==> src/rtl/uart_char_rx.sv <==
// Purpose : 8N1 UART receiver; emits an ASCII byte on `char` with a one-cycle `shift` strobe
//           for the typewriter stage, or a one-cycle `frame_err` pulse on a bad frame.
// Latency : shift/char update 1 cycle after the mid-stop-bit sample; start edge seen 2 cycles after the pin.
// Backpressure: none; downstream must accept every `shift` (minimum spacing ~9.5 bit times).
//
// Ports:
//   clk        system clock, rising edge
//   reset      synchronous, active-high
//   rx         asynchronous serial input, idle high
//   char       last correctly received byte, held between frames
//   shift      one-cycle pulse when char updates
//   frame_err  one-cycle pulse on a bad frame (char unchanged)
//   busy       high whenever the receiver is not idle
//
// Build option: define UART_CHAR_RX_PARITY_EN for 8E1 (even parity bit between data and stop).
module uart_char_rx #(
  parameter int          CLKS_PER_BIT = 868,
  parameter logic [7:0]  RESET_CHAR   = 8'h20
) (
  input  logic       clk,
  input  logic       reset,
  input  logic       rx,
  output logic [7:0] char,
  output logic       shift,
  output logic       frame_err,
  output logic       busy
);

  localparam logic [15:0] HALF_CNT = 16'((CLKS_PER_BIT - 1) / 2);
  localparam logic [15:0] FULL_CNT = 16'(CLKS_PER_BIT - 1);

  typedef enum logic [2:0] {
    IDLE,
    START,
    DATA,
`ifdef UART_CHAR_RX_PARITY_EN
    PARITY,
`endif
    STOP
  } state_t;

  state_t      state, state_n;
  logic        rx_m, rx_s, rx_d;
  logic [15:0] bit_cnt;
  logic [2:0]  bit_idx;
  logic [7:0]  shreg;
  logic        take_bit;
  logic        fin_ok;
  logic        fin_err;
`ifdef UART_CHAR_RX_PARITY_EN
  logic        par_take;
  logic        par_bad;
`endif

  always_comb begin
    state_n  = state;
    take_bit = 1'b0;
    fin_ok   = 1'b0;
    fin_err  = 1'b0;
`ifdef UART_CHAR_RX_PARITY_EN
    par_take = 1'b0;
`endif
    case (state)
      IDLE: begin
        // Needs a real 1->0 transition, so a held break never starts a frame.
        if (rx_d && !rx_s) state_n = START;
      end
      START: begin
        // Mid-start-bit recheck rejects short glitches silently.
        if (bit_cnt == HALF_CNT) state_n = rx_s ? IDLE : DATA;
      end
      DATA: begin
        if (bit_cnt == FULL_CNT) begin
          take_bit = 1'b1;
          if (bit_idx == 3'd7) begin
`ifdef UART_CHAR_RX_PARITY_EN
            state_n = PARITY;
`else
            state_n = STOP;
`endif
          end
        end
      end
`ifdef UART_CHAR_RX_PARITY_EN
      PARITY: begin
        if (bit_cnt == FULL_CNT) begin
          par_take = 1'b1;
          state_n  = STOP;
        end
      end
`endif
      STOP: begin
        // Leave at mid-stop-bit so a following start edge with no gap is still caught.
        if (bit_cnt == FULL_CNT) begin
          state_n = IDLE;
`ifdef UART_CHAR_RX_PARITY_EN
          if (rx_s && !par_bad) fin_ok = 1'b1;
          else                  fin_err = 1'b1;
`else
          if (rx_s) fin_ok = 1'b1;
          else      fin_err = 1'b1;
`endif
        end
      end
      default: state_n = IDLE;
    endcase
  end

  always_ff @(posedge clk) begin
    if (reset) begin
      rx_m      <= 1'b1;
      rx_s      <= 1'b1;
      rx_d      <= 1'b1;
      state     <= IDLE;
      bit_cnt   <= 16'd0;
      bit_idx   <= 3'd0;
      shreg     <= 8'd0;
      char      <= RESET_CHAR;
      shift     <= 1'b0;
      frame_err <= 1'b0;
`ifdef UART_CHAR_RX_PARITY_EN
      par_bad   <= 1'b0;
`endif
    end else begin
      rx_m  <= rx;
      rx_s  <= rx_m;
      rx_d  <= rx_s;
      state <= state_n;
      // Counter restarts on each state change and at each data-bit boundary.
      if (state_n != state || take_bit) bit_cnt <= 16'd0;
      else                              bit_cnt <= bit_cnt + 16'd1;
      if (state == IDLE) begin
        bit_idx <= 3'd0;
      end else if (take_bit) begin
        shreg   <= {rx_s, shreg[7:1]};  // LSB arrives first
        bit_idx <= bit_idx + 3'd1;
      end
`ifdef UART_CHAR_RX_PARITY_EN
      if (state == IDLE)  par_bad <= 1'b0;
      else if (par_take)  par_bad <= ^{shreg, rx_s};  // even parity over data + parity bit
`endif
      shift     <= fin_ok;
      frame_err <= fin_err;
      if (fin_ok) char <= shreg;
    end
  end

  assign busy = (state != IDLE);

endmodule
==> config.mk <==
export PLATFORM = sky130hd
export DESIGN_NAME = uart_char_rx
export DESIGN_NICKNAME = d
export VERILOG_FILES = /design/src/rtl/uart_char_rx.sv
export SDC_FILE = /design/constraint.sdc
export NUM_CORES = 1
export LEC_CHECK = 0
export ABC_CLOCK_PERIOD_IN_PS = 3120
export BUFFER_PORTS_ARGS = -buffer_cell sky130_fd_sc_hd__buf_4
export CORE_MARGIN = 3
export CORE_UTILIZATION = 50
export CTS_CLUSTER_DIAMETER = 80
export DETAILED_ROUTE_END_ITERATION = 7
export PLACE_DENSITY_LB_ADDON = 0.3
export SETUP_SLACK_MARGIN = 0.3
export SKIP_CTS_REPAIR_TIMING = 1
export SYNTH_ARGS = -nofsm -noshare
export SYNTH_HDL_FRONTEND = slang
export SYNTH_SLANG_ARGS = --single-unit
==> constraint.sdc <==
create_clock -name clk -period 3.12 [get_ports clk]
set_clock_uncertainty 0.2 [all_clocks]
set_input_delay 0.624 -clock clk [delete_from_list [all_inputs] [get_ports clk]]
set_output_delay 0.624 -clock clk [all_outputs]
set_load 0.03 [all_outputs]
==> impl_metrics.sql <==
INSERT INTO impl_metrics (metric_group, metric, value, unit) VALUES
('outcome', 'outcome', 'finished clean', ''),
('cells_and_area', 'stdcell_area', '2120', 'sq um'),
('clock_network', 'clk_buf_depth', '2', ''),
('floorplanning', 'floorplan.rows', '21', ''),
('clock_network', 'cts_buffers', '5', ''),
('sta', 'post-route-worst-setup-slack', '0.483', 'ns'),
('yosys', 'synthDominantAreaCellType', 'dfxtp_1', ''),
('yosys', 'cell_area_after_technology_mapping', '1890', 'sq um'),
('worst_setup_path', 'critical_path_required', '3.12', 'ns'),
('routing', 'ant_nets', '0', ''),
('yosys', 'post_synth_most_frequent_cells', 'dfxtp_1 (43), nor2_1 (25), mux2i_1 (19)', ''),
('yosys', 'combinational_family_with_the_most_area_after_synthesis', 'simple AND/OR/NAND/NOR gates', ''),
('sta', 'timing.final.max_slew_violations', '0', ''),
('yosys', 'netlist-cell-type-count', '37', ''),
('clock_network', 'clk_latency', '0.29', 'ns'),
('floorplanning', 'placeableCoreArea', '3490', 'sq um'),
('clock_network', 'worst_setup_hold_path_clk_slew', '0.08', 'ns'),
('cells_and_area', 'post_route_cells_drive_above_1_share', '19.8', '%'),
('worst_setup_path', 'cp_cell_sequence', 'or4_1 > nor4_4 > o31ai_2 > or4_4 > a211oi_1', ''),
('yosys', 'edff_count_synth', '0', ''),
('floorplanning', 'fp.dieArea', '4560', 'sq um'),
('place', 'dp_hpwl', '2.36', 'mm'),
('place', 'pre_cts_ws', '0.423', 'ns'),
('worst_setup_path', 'cpPeakStageDelay', '0.64', 'ns'),
('yosys', 'synth_cells', '185', ''),
('floorplanning', 'fp.dieH', '67.5', 'um'),
('yosys', 'postSynthNetCount', '192', ''),
('cells_and_area', 'syn_to_final_growth', '12.1', '%'),
('routing', 'drcViolationCount', '0', ''),
('power', 'power_density', '489', 'nW/um^2'),
('global_routing', 'grt_overflow', '0', ''),
('sta', 'maxSlewHeadroom', '55.6', '%'),
('yosys', 'yosys.area_share.adder', '2.65', '%'),
('worst_setup_path', 'cp_startpoint_kind', 'flip-flop', ''),
('place', 'post_dp_cell_area', '1990', 'sq um'),
('routing', 'routedWlPerCell', '13.8', 'um'),
('floorplanning', 'start_util', '54.1', '%'),
('routing', 'drt_iter0_drc', '45', ''),
('place', 'numPortBuffers', '13', ''),
('yosys', 'syn_avg_cell_area', '10.2', 'sq um'),
('worst_setup_path', 'flop2flop_setup_slack', '0.48', 'ns'),
('global_routing', 'grt.total_usage', '16.8', '%'),
('global_routing', 'pin_count_of_the_biggest_net_entering_global_routing', '30', ''),
('worst_setup_path', 'timing.critical_path.slowest_stage_cell', 'or4_4', ''),
('floorplanning', 'die_width', '67.5', 'um'),
('routing', 'via_per_inst', '5.45', ''),
('worst_setup_path', 'timing.critical_path.to_type', 'flip-flop', ''),
('power', 'post-layout-total-power', '1.04', 'mW'),
('clock_network', 'cts_tree', 'done', ''),
('global_routing', 'first_global_vias', '1256', ''),
('worst_setup_path', 'worstPathArrival', '2.64', 'ns'),
('cells_and_area', 'layoutNonFillerInstCount', '243', ''),
('clock_network', 'cts.sink_count', '43', ''),
('cells_and_area', 'antenna_cells_inserted', '0', ''),
('yosys', 'synth.top_cells.by_area', 'dfxtp_1 (46%), mux2i_1 (10%), a211oi_2 (6.0%), nor2_1 (5.0%), xor2_1 (4.6%)', ''),
('cells_and_area', 'final.fill_count', '307', ''),
('yosys', 'postSynth.asyncResetShare', '0', '%'),
('cells_and_area', 'num-nets-final', '203', ''),
('sta', 'fin_setup_tns', '0', 'ns'),
('worst_hold_path', 'hold_depth', '1', ''),
('floorplanning', 'num_ports', '14', ''),
('worst_setup_path', 'maximum_fanout_encountered_on_the_critical_timing_path', '16', ''),
('power', 'vdd_ir_drop_max', '0.000367', 'V'),
('place', 'routabilityCongestion', '0.891', ''),
('global_routing', 'grt_pass1_wl', '5.80', 'mm'),
('clock_network', 'root_buffer_selected_by_cts', 'clkbuf_8', ''),
('worst_hold_path', 'hold_path_class', 'flip-flop to flip-flop', ''),
('yosys', 'ys_seq_elements', '43', ''),
('sta', 'layout_worst_path_cycle_share', '84.5', '%'),
('yosys', 'yosysSeqAreaShare', '45.5', '%'),
('global_routing', 'antenna_found_initial', '0', '');
==> power by group <==
group	switching (mW)	internal, mW
sequential	0.00372	0.552
clock	0.186	0.263
combinational	0.0212	0.0103
==> metal layers <==
| layer | track usage [%] | up-vias | part of all wire [%] |
|---|---|---|---|
| li1 | - | 673 | - |
| met3 | 4.49 | 4 | 2.8 |
| met4 | 7.59 | 0 | 1.4 |
| met1 | 21.3 | 634 | 47 |
| met2 | 26.6 | 14 | 48 |
| met5 | 0 | - | 0 |
==> state kept, by name, summed over array words and instances (netlist names), 3 cells and up <==
name,cells
bit_idx,3
state,3
shreg,8
bit_cnt,16
char,8
==> final cells by class <==
cell class	instances	area, sq um	area share (%)
clock inverter	2	38.8	1.83
tap	46	57.6	2.71
sequential	43	861	40.6
timing repair buffer	14	105	4.96
clock buffer	6	82.6	3.89
multi-input combinational	131	972	45.8
inverter	1	3.75	0.177
==> logic make-up (layout without fill, tap and decap cells) <==
| family | Yosys count | count (layout) |
|---|---|---|
| flops | 43 | 43 |
| fa+ha+maj | 4 | 4 |
| buf+inv | 11 | 23 |
| compound gates | 21 | 21 |
| simple gates | 71 | 71 |
| other cells | 1 | 1 |
| xor+xnor | 15 | 15 |
| mux | 19 | 19 |
==> critical path, delay by kind of cell, from the launching register on <==
family / cells / cell delay, ns
compound gates: 2 / 0.39
flops: 1 / 0.33
simple gates: 3 / 1.62
==> placed cells by master, fill, tap and decap left out, drive strengths merged, types with 5 or more instances in the layout <==
master and count:
nand3 12, dfxtp 43, clkbuf 6, nand2 5, buf 14, xnor2 5
nor2 25, xor2 10, mux2i 19, a211oi 15
==> worst paths after layout <==
check	start	endpoint
setup / recovery	bit_cnt[13]	bit_cnt[0]
hold reg to reg	rx_m	rx_s
setup reg to reg	bit_cnt[13]	bit_cnt[0]
hold / removal	rx_m	rx_s
Power figures use the tool's default switching activity.
